**src/rtl/bch_eras_buf_ctrl_pkg.sv**
```systemverilog
// Shared definitions for the erasure BCH input-buffer controller:
// default code parameters, FSM state type and pointer/address types.
package bch_eras_buf_ctrl_pkg;

  localparam int M_DEF      = 4;   // Galois field order, bank address width
  localparam int N_DEF      = 15;  // codeword length in bits
  localparam int BNUM_W_DEF = 2;   // bank pointer width

  typedef enum logic [1:0] {
    IDLE  = 2'd0,
    FRAME = 2'd1,
    DROP  = 2'd2
  } state_t;

  typedef logic [BNUM_W_DEF-1:0] ptr_t;
  typedef logic [M_DEF-1:0]      data_t;

endpackage

```
**src/rtl/bch_eras_buf_ctrl_if.sv**
```systemverilog
// Source/buffer-write handshake bundle of the input-buffer controller.
// master: bit source plus downstream observers; slave: the controller.
interface bch_eras_buf_ctrl_if
  import bch_eras_buf_ctrl_pkg::*;
#(
  parameter int m       = M_DEF,
  parameter int pBNUM_W = BNUM_W_DEF
) ();

  logic               isop;
  logic               ival;
  logic               ieop;
  logic               idat;
  logic               ieras;
  logic               ifree;
  logic               ordy;
  logic               owrite;
  logic [pBNUM_W-1:0] owptr;
  logic [m-1:0]       owaddr;
  logic [1:0]         owdata;
  logic               ocommit;
  logic [pBNUM_W-1:0] ocommit_ptr;
  logic [pBNUM_W-1:0] orptr;
  logic [pBNUM_W:0]   oused;
  logic               oerr_len;
  logic               oerr_free;

  modport master (
    output isop, ival, ieop, idat, ieras, ifree,
    input  ordy, owrite, owptr, owaddr, owdata, ocommit, ocommit_ptr,
           orptr, oused, oerr_len, oerr_free
  );

  modport slave (
    input  isop, ival, ieop, idat, ieras, ifree,
    output ordy, owrite, owptr, owaddr, owdata, ocommit, ocommit_ptr,
           orptr, oused, oerr_len, oerr_free
  );

endinterface

```
**src/rtl/bch_eras_bank_fifo.sv**
```systemverilog
// Bank occupancy tracker: write/read bank pointers and committed-bank
// count. commit advances the write side, free releases the oldest bank.
module bch_eras_bank_fifo #(
  parameter int pBNUM_W = 2
) (
  input  logic               clk,
  input  logic               rst,
  input  logic               clkena,
  input  logic               commit,
  input  logic               free,
  output logic [pBNUM_W-1:0] wptr,
  output logic [pBNUM_W-1:0] rptr,
  output logic [pBNUM_W:0]   used,
  output logic               err_free
);

  localparam int NBANK = 2**pBNUM_W;

  logic full;
  logic empty;
  logic do_free;
  logic do_commit;

  // occupancy decode; a free in the same cycle makes room for a commit
  always_comb begin
    empty     = (used == '0);
    full      = (used == (pBNUM_W+1)'(NBANK));
    do_free   = free & ~empty;
    do_commit = commit & (~full | do_free);
  end

  // pointer and counter update
  always_ff @(posedge clk) begin
    if (rst) begin
      wptr     <= '0;
      rptr     <= '0;
      used     <= '0;
      err_free <= 1'b0;
    end else if (clkena) begin
      err_free <= free & empty;
      if (do_commit) wptr <= wptr + pBNUM_W'(1);
      if (do_free)   rptr <= rptr + pBNUM_W'(1);
      case ({do_commit, do_free})
        2'b10:   used <= used + (pBNUM_W+1)'(1);
        2'b01:   used <= used - (pBNUM_W+1)'(1);
        default: used <= used;
      endcase
    end
  end

endmodule

```
**src/rtl/bch_eras_buf_ctrl.sv**
```systemverilog
// Bank allocation and frame sequencing for the erasure BCH input buffer.
// Optional statistics counters: define BCH_ERAS_BUF_CTRL_STAT_EN.
module bch_eras_buf_ctrl
  import bch_eras_buf_ctrl_pkg::*;
#(
  parameter int m       = M_DEF,
  parameter int n       = N_DEF,
  parameter int pBNUM_W = BNUM_W_DEF
) (
  input  logic                 iclk,
  input  logic                 ireset,
  input  logic                 iclkena,
  bch_eras_buf_ctrl_if.slave   bus
`ifdef BCH_ERAS_BUF_CTRL_STAT_EN
  ,
  output logic [15:0]          ostat_frames,
  output logic [15:0]          ostat_err,
  output logic [15:0]          ostat_stall
`endif
);

  localparam int           NBANK = 2**pBNUM_W;
  localparam logic [m-1:0] LAST  = m'(n-1);

  state_t             state;
  logic [m-1:0]       addr;
  logic [pBNUM_W-1:0] bank;

  logic               write_q;
  logic [m-1:0]       waddr_q;
  logic [pBNUM_W-1:0] wptr_q;
  logic [1:0]         wdata_q;
  logic               commit_q;
  logic [pBNUM_W-1:0] cptr_q;
  logic               err_len_q;

  logic [pBNUM_W-1:0] wptr;
  logic [pBNUM_W-1:0] rptr;
  logic [pBNUM_W:0]   used;
  logic               err_free;

  logic [pBNUM_W+1:0] occ;
  logic               rdy;
  logic [pBNUM_W-1:0] new_bank;
  logic [pBNUM_W-1:0] wbank;
  logic               accept;
  logic               restart;
  logic [m-1:0]       a;
  logic               last;

  bch_eras_bank_fifo #(.pBNUM_W(pBNUM_W)) u_fifo (
    .clk      (iclk),
    .rst      (ireset),
    .clkena   (iclkena),
    .commit   (commit_q),
    .free     (bus.ifree),
    .wptr     (wptr),
    .rptr     (rptr),
    .used     (used),
    .err_free (err_free)
  );

  // A commit pulse is one cycle ahead of the fifo count; counting it here
  // keeps a back-to-back sop from landing in the bank being committed.
  always_comb begin
    occ      = {1'b0, used} + (pBNUM_W+2)'(commit_q);
    rdy      = (state == FRAME) || (occ < (pBNUM_W+2)'(NBANK));
    new_bank = wptr + pBNUM_W'(commit_q);
    accept   = bus.ival & ((state == FRAME) | (bus.isop & rdy));
    restart  = (state == FRAME) & bus.isop;
    a        = ((state == FRAME) && !bus.isop) ? addr + m'(1) : '0;
    wbank    = (state == FRAME) ? bank : new_bank;
    last     = (a == LAST);
  end

  // frame FSM with registered write, commit and length-error outputs
  always_ff @(posedge iclk) begin
    if (ireset) begin
      state     <= IDLE;
      addr      <= '0;
      bank      <= '0;
      write_q   <= 1'b0;
      waddr_q   <= '0;
      wptr_q    <= '0;
      wdata_q   <= '0;
      commit_q  <= 1'b0;
      cptr_q    <= '0;
      err_len_q <= 1'b0;
    end else if (iclkena) begin
      write_q   <= 1'b0;
      commit_q  <= 1'b0;
      err_len_q <= 1'b0;
      if (accept) begin
        write_q <= 1'b1;
        waddr_q <= a;
        wptr_q  <= wbank;
        wdata_q <= {bus.ieras, bus.idat};
        addr    <= a;
        bank    <= wbank;
        if (bus.ieop) begin
          state <= IDLE;
          if (last) begin
            commit_q <= 1'b1;
            cptr_q   <= wbank;
          end else begin
            err_len_q <= 1'b1;
          end
        end else if (last) begin
          state     <= DROP;
          err_len_q <= 1'b1;
        end else begin
          state <= FRAME;
        end
        if (restart) err_len_q <= 1'b1;
      end
    end
  end

  assign bus.ordy        = rdy;
  assign bus.owrite      = write_q;
  assign bus.owaddr      = waddr_q;
  assign bus.owptr       = wptr_q;
  assign bus.owdata      = wdata_q;
  assign bus.ocommit     = commit_q;
  assign bus.ocommit_ptr = cptr_q;
  assign bus.orptr       = rptr;
  assign bus.oused       = used;
  assign bus.oerr_len    = err_len_q;
  assign bus.oerr_free   = err_free;

`ifdef BCH_ERAS_BUF_CTRL_STAT_EN
  logic [16:0] err_sum;

  always_comb begin
    err_sum = {1'b0, ostat_err} + 17'(err_len_q) + 17'(err_free);
  end

  // saturating event counters
  always_ff @(posedge iclk) begin
    if (ireset) begin
      ostat_frames <= '0;
      ostat_err    <= '0;
      ostat_stall  <= '0;
    end else if (iclkena) begin
      if (commit_q && ostat_frames != '1) ostat_frames <= ostat_frames + 16'd1;
      ostat_err <= err_sum[16] ? '1 : err_sum[15:0];
      if ((state == IDLE) && bus.ival && bus.isop && !rdy && ostat_stall != '1)
        ostat_stall <= ostat_stall + 16'd1;
    end
  end
`endif

endmodule

```
**src/flat_wrapper.sv**
```systemverilog
// flat-port wrapper written by rule: the top's interface ports become plain ports
module bch_eras_buf_ctrl_flat import bch_eras_buf_ctrl_pkg::*;
#(
  parameter int m       = M_DEF,
  parameter int n       = N_DEF,
  parameter int pBNUM_W = BNUM_W_DEF
)
  (iclk, ireset, iclkena, bus_isop, bus_ival, bus_ieop, bus_idat, bus_ieras, bus_ifree, bus_ordy, bus_owrite, bus_owptr, bus_owaddr, bus_owdata, bus_ocommit, bus_ocommit_ptr, bus_orptr, bus_oused, bus_oerr_len, bus_oerr_free);
  bch_eras_buf_ctrl_if #(.m(m), .pBNUM_W(pBNUM_W)) bus_i ();
  input  logic iclk;
  input  logic ireset;
  input  logic iclkena;
  input wire logic [$bits(bus_i.isop)-1:0] bus_isop;
  input wire logic [$bits(bus_i.ival)-1:0] bus_ival;
  input wire logic [$bits(bus_i.ieop)-1:0] bus_ieop;
  input wire logic [$bits(bus_i.idat)-1:0] bus_idat;
  input wire logic [$bits(bus_i.ieras)-1:0] bus_ieras;
  input wire logic [$bits(bus_i.ifree)-1:0] bus_ifree;
  output wire logic [$bits(bus_i.ordy)-1:0] bus_ordy;
  output wire logic [$bits(bus_i.owrite)-1:0] bus_owrite;
  output wire logic [$bits(bus_i.owptr)-1:0] bus_owptr;
  output wire logic [$bits(bus_i.owaddr)-1:0] bus_owaddr;
  output wire logic [$bits(bus_i.owdata)-1:0] bus_owdata;
  output wire logic [$bits(bus_i.ocommit)-1:0] bus_ocommit;
  output wire logic [$bits(bus_i.ocommit_ptr)-1:0] bus_ocommit_ptr;
  output wire logic [$bits(bus_i.orptr)-1:0] bus_orptr;
  output wire logic [$bits(bus_i.oused)-1:0] bus_oused;
  output wire logic [$bits(bus_i.oerr_len)-1:0] bus_oerr_len;
  output wire logic [$bits(bus_i.oerr_free)-1:0] bus_oerr_free;
  assign bus_i.isop = bus_isop;
  assign bus_i.ival = bus_ival;
  assign bus_i.ieop = bus_ieop;
  assign bus_i.idat = bus_idat;
  assign bus_i.ieras = bus_ieras;
  assign bus_i.ifree = bus_ifree;
  assign bus_ordy = bus_i.ordy;
  assign bus_owrite = bus_i.owrite;
  assign bus_owptr = bus_i.owptr;
  assign bus_owaddr = bus_i.owaddr;
  assign bus_owdata = bus_i.owdata;
  assign bus_ocommit = bus_i.ocommit;
  assign bus_ocommit_ptr = bus_i.ocommit_ptr;
  assign bus_orptr = bus_i.orptr;
  assign bus_oused = bus_i.oused;
  assign bus_oerr_len = bus_i.oerr_len;
  assign bus_oerr_free = bus_i.oerr_free;
  bch_eras_buf_ctrl #(.m(m), .n(n), .pBNUM_W(pBNUM_W)) u_core (.iclk(iclk), .ireset(ireset), .iclkena(iclkena), .bus(bus_i));
endmodule
```
**config.mk**
```make
export PLATFORM = sky130hd
export DESIGN_NAME = bch_eras_buf_ctrl_flat
export DESIGN_NICKNAME = d
export VERILOG_FILES = /design/src/rtl/bch_eras_buf_ctrl_pkg.sv /design/src/rtl/bch_eras_buf_ctrl_if.sv /design/src/rtl/bch_eras_bank_fifo.sv /design/src/rtl/bch_eras_buf_ctrl.sv /design/src/flat_wrapper.sv
export SDC_FILE = /design/constraint.sdc
export NUM_CORES = 1
export LEC_CHECK = 0
export CAP_MARGIN = 20
export CORE_MARGIN = 2
export CORE_UTILIZATION = 48
export CTS_BUF_LIST = sky130_fd_sc_hd__clkbuf_16
export DETAILED_ROUTE_END_ITERATION = 10
export PLACE_DENSITY_LB_ADDON = 0.2
export SETUP_SLACK_MARGIN = 0.05
export SLEW_MARGIN = 40
export SYNTH_ARGS = -nofsm -noshare
export SYNTH_HDL_FRONTEND = slang
export SYNTH_HIERARCHICAL = 1
export SYNTH_SLANG_ARGS = --single-unit
```
**constraint.sdc**
```tcl
create_clock -name iclk -period 2.5 [get_ports iclk]
set_input_delay 0.75 -clock iclk [delete_from_list [all_inputs] [get_ports iclk]]
set_output_delay 0.75 -clock iclk [all_outputs]
set_load 0.1 [all_outputs]
```
Word-level counts from Yosys, hierarchy flattened
Index checks and enable logic that the tools add are counted.
{ "word_totals": {"wordCells": 58, "ff_bits": 23, "out_inout_bits": 20, "in_bits": 9} }
{ "classes": {"magnitude_cmp": 1, "bitwise_logic": 10, "muxes": 13, "reduce_logical": 10, "n_eq_ne": 5, "n_addsub": 7} }
{ "op_table": {"columns": ["op", "count"], "rows": [
  ["$mux W1", 8],
  ["$reduce_and A2 Y1", 4],
  ["$and A1 B1 Y1", 6],
  ["$mux W2", 3],
  ["$pmux W3 S2", 1],
  ["$add A2 B1 Y2 const B", 2],
  ["$add A3 B1 Y4", 1],
  ["$add A4 B1 Y4 const B", 1],
  ["$eq A2 B1 Y1 const B", 2],
  ["$eq A4 B4 Y1 const B", 1],
  ["$lt A4 B3 Y1 const B", 1],
  ["$mux W4", 1],
  ["$reduce_and A4 Y1", 1],
  ["$add A3 B1 Y3 const B", 1],
  ["$eq A3 B3 Y1 const B", 1],
  ["$logic_not A3 Y1", 1],
  ["$sub A3 B1 Y3 const B", 1],
  ["$add A2 B1 Y2", 1],
  ["$eq A2 B2 Y1 const B", 1],
  ["$not A1 Y1", 2],
  ["$or A1 B1 Y1", 2],
  ["$reduce_bool A2 Y1", 1],
  ["$logic_and A1 B1 Y1", 1],
  ["$logic_not A1 Y1", 1],
  ["$logic_or A1 B1 Y1", 1]
]} }

Logic depth before layout (Yosys ltp)
{ "depth": {"word_depth": 8, "depth_mapped": 8, "ltp_nobuf": 8} }

Hierarchy
Netlist, hierarchy kept.
{ "modules_own_cells": {"columns": ["module", "seq_area_each_um2", "area_each_um2", "n_inst", "cells_per_inst"], "rows": [
  ["bch_eras_buf_ctrl", 300.3, 783.3, 1, 92],
  ["bch_eras_bank_fifo", 160.2, 426.7, 1, 48]
]} }

Least setup slack after synthesis
OpenSTA, ideal clock, no wires.
{ "synth_timing": {"kind": "register -> register", "startpoint": "reg u_core.u_fifo.used[0]", "endpoint": "reg u_core.cptr_q[0], in the netlist u_core/bus.ocommit_ptr[0]", "arrival_time_ns": 2.685, "required_time_ns": 2.412, "path_stages_with_launch": 7, "period_less_slack_ns": 2.773, "setup_time_ns": 0.088, "n_path_buf": 1, "path_slack_ns": -0.273, "path_cell_list": "dfxtp_1 > and3_1 > o21ai_2 > and2_4 > buf_6 > a31oi_1 > a311oi_2"} }
{ "synth_between": {"elab_chain_cells": 7} }
{ "synth_lines": {"columns": ["item", "line_no", "text"], "rows": [
  ["start: declaration", "bch_eras_bank_fifo.sv:13", "output logic [pBNUM_W:0] used,"],
  ["start signal: assignment", "bch_eras_bank_fifo.sv:44", "2'b10: used <= used + (pBNUM_W+1)'(1);"],
  ["start signal: assignment", "bch_eras_bank_fifo.sv:45", "2'b01: used <= used - (pBNUM_W+1)'(1);"],
  ["start signal: assignment", "bch_eras_bank_fifo.sv:46", "default: used <= used;"],
  ["$add A3 B1 Y4", "bch_eras_buf_ctrl.sv:66", "occ = {1'b0, used} + (pBNUM_W+2)'(commit_q);"],
  ["$lt A4 B3 Y1", "bch_eras_buf_ctrl.sv:67", "rdy = (state == FRAME) || (occ < (pBNUM_W+2)'(NBANK));"],
  ["$logic_or A1 B1 Y1", "bch_eras_buf_ctrl.sv:67", null],
  ["named net bus_ordy", "flat_wrapper.sv:19", "output wire logic [$bits(bus_i.ordy)-1:0] bus_ordy;"],
  ["$and A1 B1 Y1", "bch_eras_buf_ctrl.sv:69", "accept = bus.ival & ((state == FRAME) | (bus.isop & rdy));"],
  ["$or A1 B1 Y1", "bch_eras_buf_ctrl.sv:69", null],
  ["$and A1 B1 Y1", "bch_eras_buf_ctrl.sv:69", null],
  ["$reduce_and A4 Y1 (no line)", null, null],
  ["end signal: assignment", "bch_eras_buf_ctrl.sv:104", "cptr_q <= wbank;"],
  ["end: declaration", "bch_eras_buf_ctrl.sv:34", "logic [pBNUM_W-1:0] cptr_q;"]
]} }
The timed path passes the listed nets, and every way through them passes these cells.
A chain may end at the register's enable or synchronous reset.

Worst setup path after layout
{ "layout_timing": {"startpoint": "in bus_ifree", "endpoint": "reg u_core.u_fifo.used[2]"} }
{ "layout_between": {"elab_chain_cells": 6, "word_cells_on_any_way": 8, "cone_classes": "eq/ne (2); mux (1); bitwise (3); reduce/logical (2)"} }
{ "layout_lines": {"columns": ["item", "line_no", "text"], "rows": [
  ["start: declaration", "flat_wrapper.sv:18", "input wire logic [$bits(bus_i.ifree)-1:0] bus_ifree;"],
  ["$and A1 B1 Y1 *", "bch_eras_bank_fifo.sv:28", "do_free = free & ~empty;"],
  ["$or A1 B1 Y1", "bch_eras_bank_fifo.sv:29", "do_commit = commit & (~full | do_free);"],
  ["$and A1 B1 Y1", "bch_eras_bank_fifo.sv:29", null],
  ["$eq A2 B1 Y1 / $eq A2 B2 Y1 (equally long branches)", "bch_eras_bank_fifo.sv:43", "case ({do_commit, do_free})"],
  ["$reduce_bool A2 Y1 (no line)", null, null],
  ["$reduce_and A2 Y1 (no line)", null, null]
]} }
Mark *: on every way between the ends. The rest lies on a longest branch, timed or not.

==> flow_metrics.tcl <==
set metrics [dict create \
    finClkSkew_ps 3.19 \
    leakage_uw 0.000647 \
    clkPwrFrac_pct 43.4 \
    die_area_mm2 0.00294 \
    initial_core_util_pct 49.7 \
    register_area_um2 464 \
    wl_per_cell_um 13.4 \
    power.density_mw_per_mm2 500 \
    track_usage_pct 19.9 \
    drv_cap 0 \
    slew_headroom_pct 70.9 \
    synthCells 140 \
    start_kind "input port" \
    yosysUniqueCellTypes 41 \
    cts-root-buf "clkbuf_16" \
    die_h_um 54.2 \
    setup_ws_ps 118 \
    dr_total_vias 1105 \
    pre_cts_ws_ps -196 \
    cts_hold_buf 0 \
    cts.htree.levels 1 \
    routed_wl_mm 2.73 \
    required_ps 2640 \
    power_frac_seq_pct 46.4 \
    num_rows 18 \
    grt_pass1_wl_mm 4.30 \
    io_buffers 28 \
    ir_worst_vdd_mv 0.448 \
    ios 29 \
    worstMarginPinSlew_ps 436 \
    clock_sinks 23 \
    design_area_mm2 0.00161 \
    synthToLayoutAreaGrowth_pct 32.8 \
    switching_share_pct 23.6 \
    grt_overflow 0 \
    drt_iter0_drc 16 \
    worst_hold_path_type "reg2reg" \
    ys.warnings.count 6 \
    setup.worst_path.class "in2reg" \
    path_cells "clkdlybuf4s50_1, o31ai_2, or2_2, fa_2, o21a_1, nor3_2, mux2_2" \
    grt_max_degree 14 \
    multiInputGateArea_um2 711 \
    rsz0062_at_grt "no" \
    syn_nets 155 \
    total_power_uw 803 \
    fillCellCount 214 \
    nets 190 \
    antenna_cells 0 \
    crit_fanout 2 \
    drive_above_1_share_pct 26.4 \
    max_freq_mhz 420 \
    p_int_uw 613 \
    avgSynthCellArea_um2 8.64 \
    fin_crit_ps 2380 \
    max-clock-path-buffers 2 \
    worstPathArrival_ps 2530 \
    synth_area_mm2 0.00121 \
    max_stage_delay_ps 490 \
    drc 0 \
    clk_latency_ps 250 \
    post_drt_via_cell_ratio 5.42 \
    cts_buffers 3 \
    synth-seq-cells 23 \
    clkSlewWorstSetupHoldPaths_ps 60 \
    antenna_left 0 \
    final-max-slew-violation-count 0 \
    status "completed" \
    p_sw_uw 189 \
    antenna_found_initial 0 \
    hold_viol_final 0 \
    dp_hpwl_mm 2.04 \
    setup_viol 0 \
    gp_congestion 0.824 \
    cts_resized 0 \
    die_width_um 54.2 \
    dr.pass1.iters 4 \
    p_comb_share_pct 10.1 \
    finalCritPeriodShare_pct 95.3 \
    crit_slowest_cell "clkdlybuf4s50_1" \
    core_mm2 0.00243 \
    seq_area_frac_synth_pct 38.1 \
    grt_pass1_vias 967 \
    cts_setup_buffers 0 \
    placed_cell_area_mm2 0.00152 \
    critPathCaptureType "flip-flop" \
    cts_tree "yes" \
]
critical path: cells and delay by family:
family,cells,cell delay [ps]
AOI/OAI and AO/OA,2,200
adders and majority gates,1,340
buffers and inverters,1,490
muxes,1,340
and+or+nand+nor,2,410
metal layers:
| layer | vias up | part of all wire, % | track usage [%] |
|---|---|---|---|
| li1 | 550 | - | - |
| met1 | 515 | 44 | 26.9 |
| met2 | 38 | 49 | 32.5 |
| met3 | 2 | 6.6 | 3.61 |
| met4 | 0 | 0.29 | 5.00 |
| met5 | - | 0 | 0 |
stage by stage:
stage | TNS, ps | hold WS [ps] | cells | utilization [%]
after floorplan | 0 | 463 | 140 | -
after global placement | -164 | 443 | 200 | 62.4
after detailed placement | -250 | 450 | 200 | 62.4
after CTS | 0 | 458 | 204 | 65.7
after global routing | 0 | 484 | 204 | 66.0
final | 0 | 459 | 204 | 66.0
registers in the layout, indices dropped and copies added (netlist names):
register and flops:
u_core/bus.ocommit 1, u_core/bus.ocommit_ptr 2, u_core/bus.oerr_len 1, u_core/bus.owaddr 4, u_core/bus.owdata 2, u_core/bus.owptr 2
u_core/bus.owrite 1, u_core/state 2, u_core/u_fifo/err_free 1, u_core/u_fifo/rptr 2, u_core/u_fifo/used 3, u_core/u_fifo/wptr 2
Yosys cell counts, drive strengths merged:
master / count / area, µm²
nand2b: 5 / 38.8
xnor2: 5 / 43.8
and4: 2 / 17.5
fa: 1 / 20.0
a32oi: 1 / 8.76
o31ai: 1 / 7.51
nand2: 17 / 63.8
nor3: 3 / 20.0
mux2: 1 / 11.3
nor2: 14 / 52.6
nor3b: 1 / 7.51
nand4b: 1 / 8.76
nand4: 2 / 12.5
mux2i: 1 / 10.0
and2: 1 / 8.76
a311oi: 1 / 15.0
buf: 4 / 31.3
nand3: 5 / 25.0
o211a: 1 / 10.0
dfxtp: 23 / 460
o21a: 1 / 7.51
or2: 2 / 12.5
ha: 5 / 62.6
or4b: 1 / 10.0
o21ai: 5 / 28.8
clkbuf: 1 / 3.75
and3: 2 / 12.5
inv: 5 / 18.8
nor2b: 4 / 25.0
nor4: 2 / 12.5
a211o: 1 / 8.76
xor2: 4 / 35.0
a21oi: 15 / 86.3
or3: 1 / 6.26
a31oi: 1 / 6.26
cells in the final DEF, fill, tap and decap left out, types with 3 or more instances in the layout:
master           count
o21ai_0              4
nand2b_1             4
dfxtp_1             20
buf_4               26
nor2_1              14
xor2_1               4
ha_1                 5
nand3_1              5
inv_1                5
clkdlybuf4s50_1      8
xnor2_1              5
nor2b_1              4
nand2_1             17
clkbuf_16            3
dfxtp_2              3
a21oi_1             14
area by class of cell:
| class | instances | share of cell area, % |
|---|---|---|
| Clock buffer | 3 | 4.67 |
| Sequential cell | 23 | 28.9 |
| Clock inverter | 1 | 0.312 |
| Tap cell | 30 | 2.34 |
| Multi-Input combinational cell | 107 | 44.2 |
| Timing Repair Buffer | 35 | 18.4 |
| Inverter | 5 | 1.17 |
cells by family (layout without fill, tap and decap cells):
family / count (synthesis) / count (layout) / synth area share (%)
AO/OA/AOI/OAI: 27 / 27 / 14.8
XOR/XNOR: 9 / 9 / 6.51
adder cells (fa/ha/maj): 6 / 6 / 6.83
buffers and inverters: 10 / 44 / 4.45
flip-flops: 23 / 23 / 38.1
multiplexers: 2 / 2 / 1.76
AND/OR/NAND/NOR: 63 / 63 / 27.6
worst paths after layout:
path | start | endpoint | slack, ps | cells past startpoint
worst min-delay path | u_core/bus.owdata[1] | u_core/bus.owdata[1] | 460 | 2
worst min register to register | u_core/bus.owdata[1] | u_core/bus.owdata[1] | 460 | 2
worst max register to register | u_core/u_fifo/used[2] | u_core/u_fifo/used[2] | 630 | 6
worst max-delay path | bus_ifree | u_core/u_fifo/used[2] | 120 | 7
power by group through the flow:
| stage | Combinational [µW] | Sequential, µW | Clock [µW] |
|---|---|---|---|
| after detailed placement | 80.5 | 381 | 0 |
| after global routing | 86.6 | 373 | 368 |
| after CTS | 80.8 | 373 | 352 |
| after floorplan | 24.9 | 404 | 0 |
| after global placement | 80.0 | 381 | 0 |
| final | 81.3 | 373 | 349 |
No activity file was read; power rests on OpenSTA's default activity.
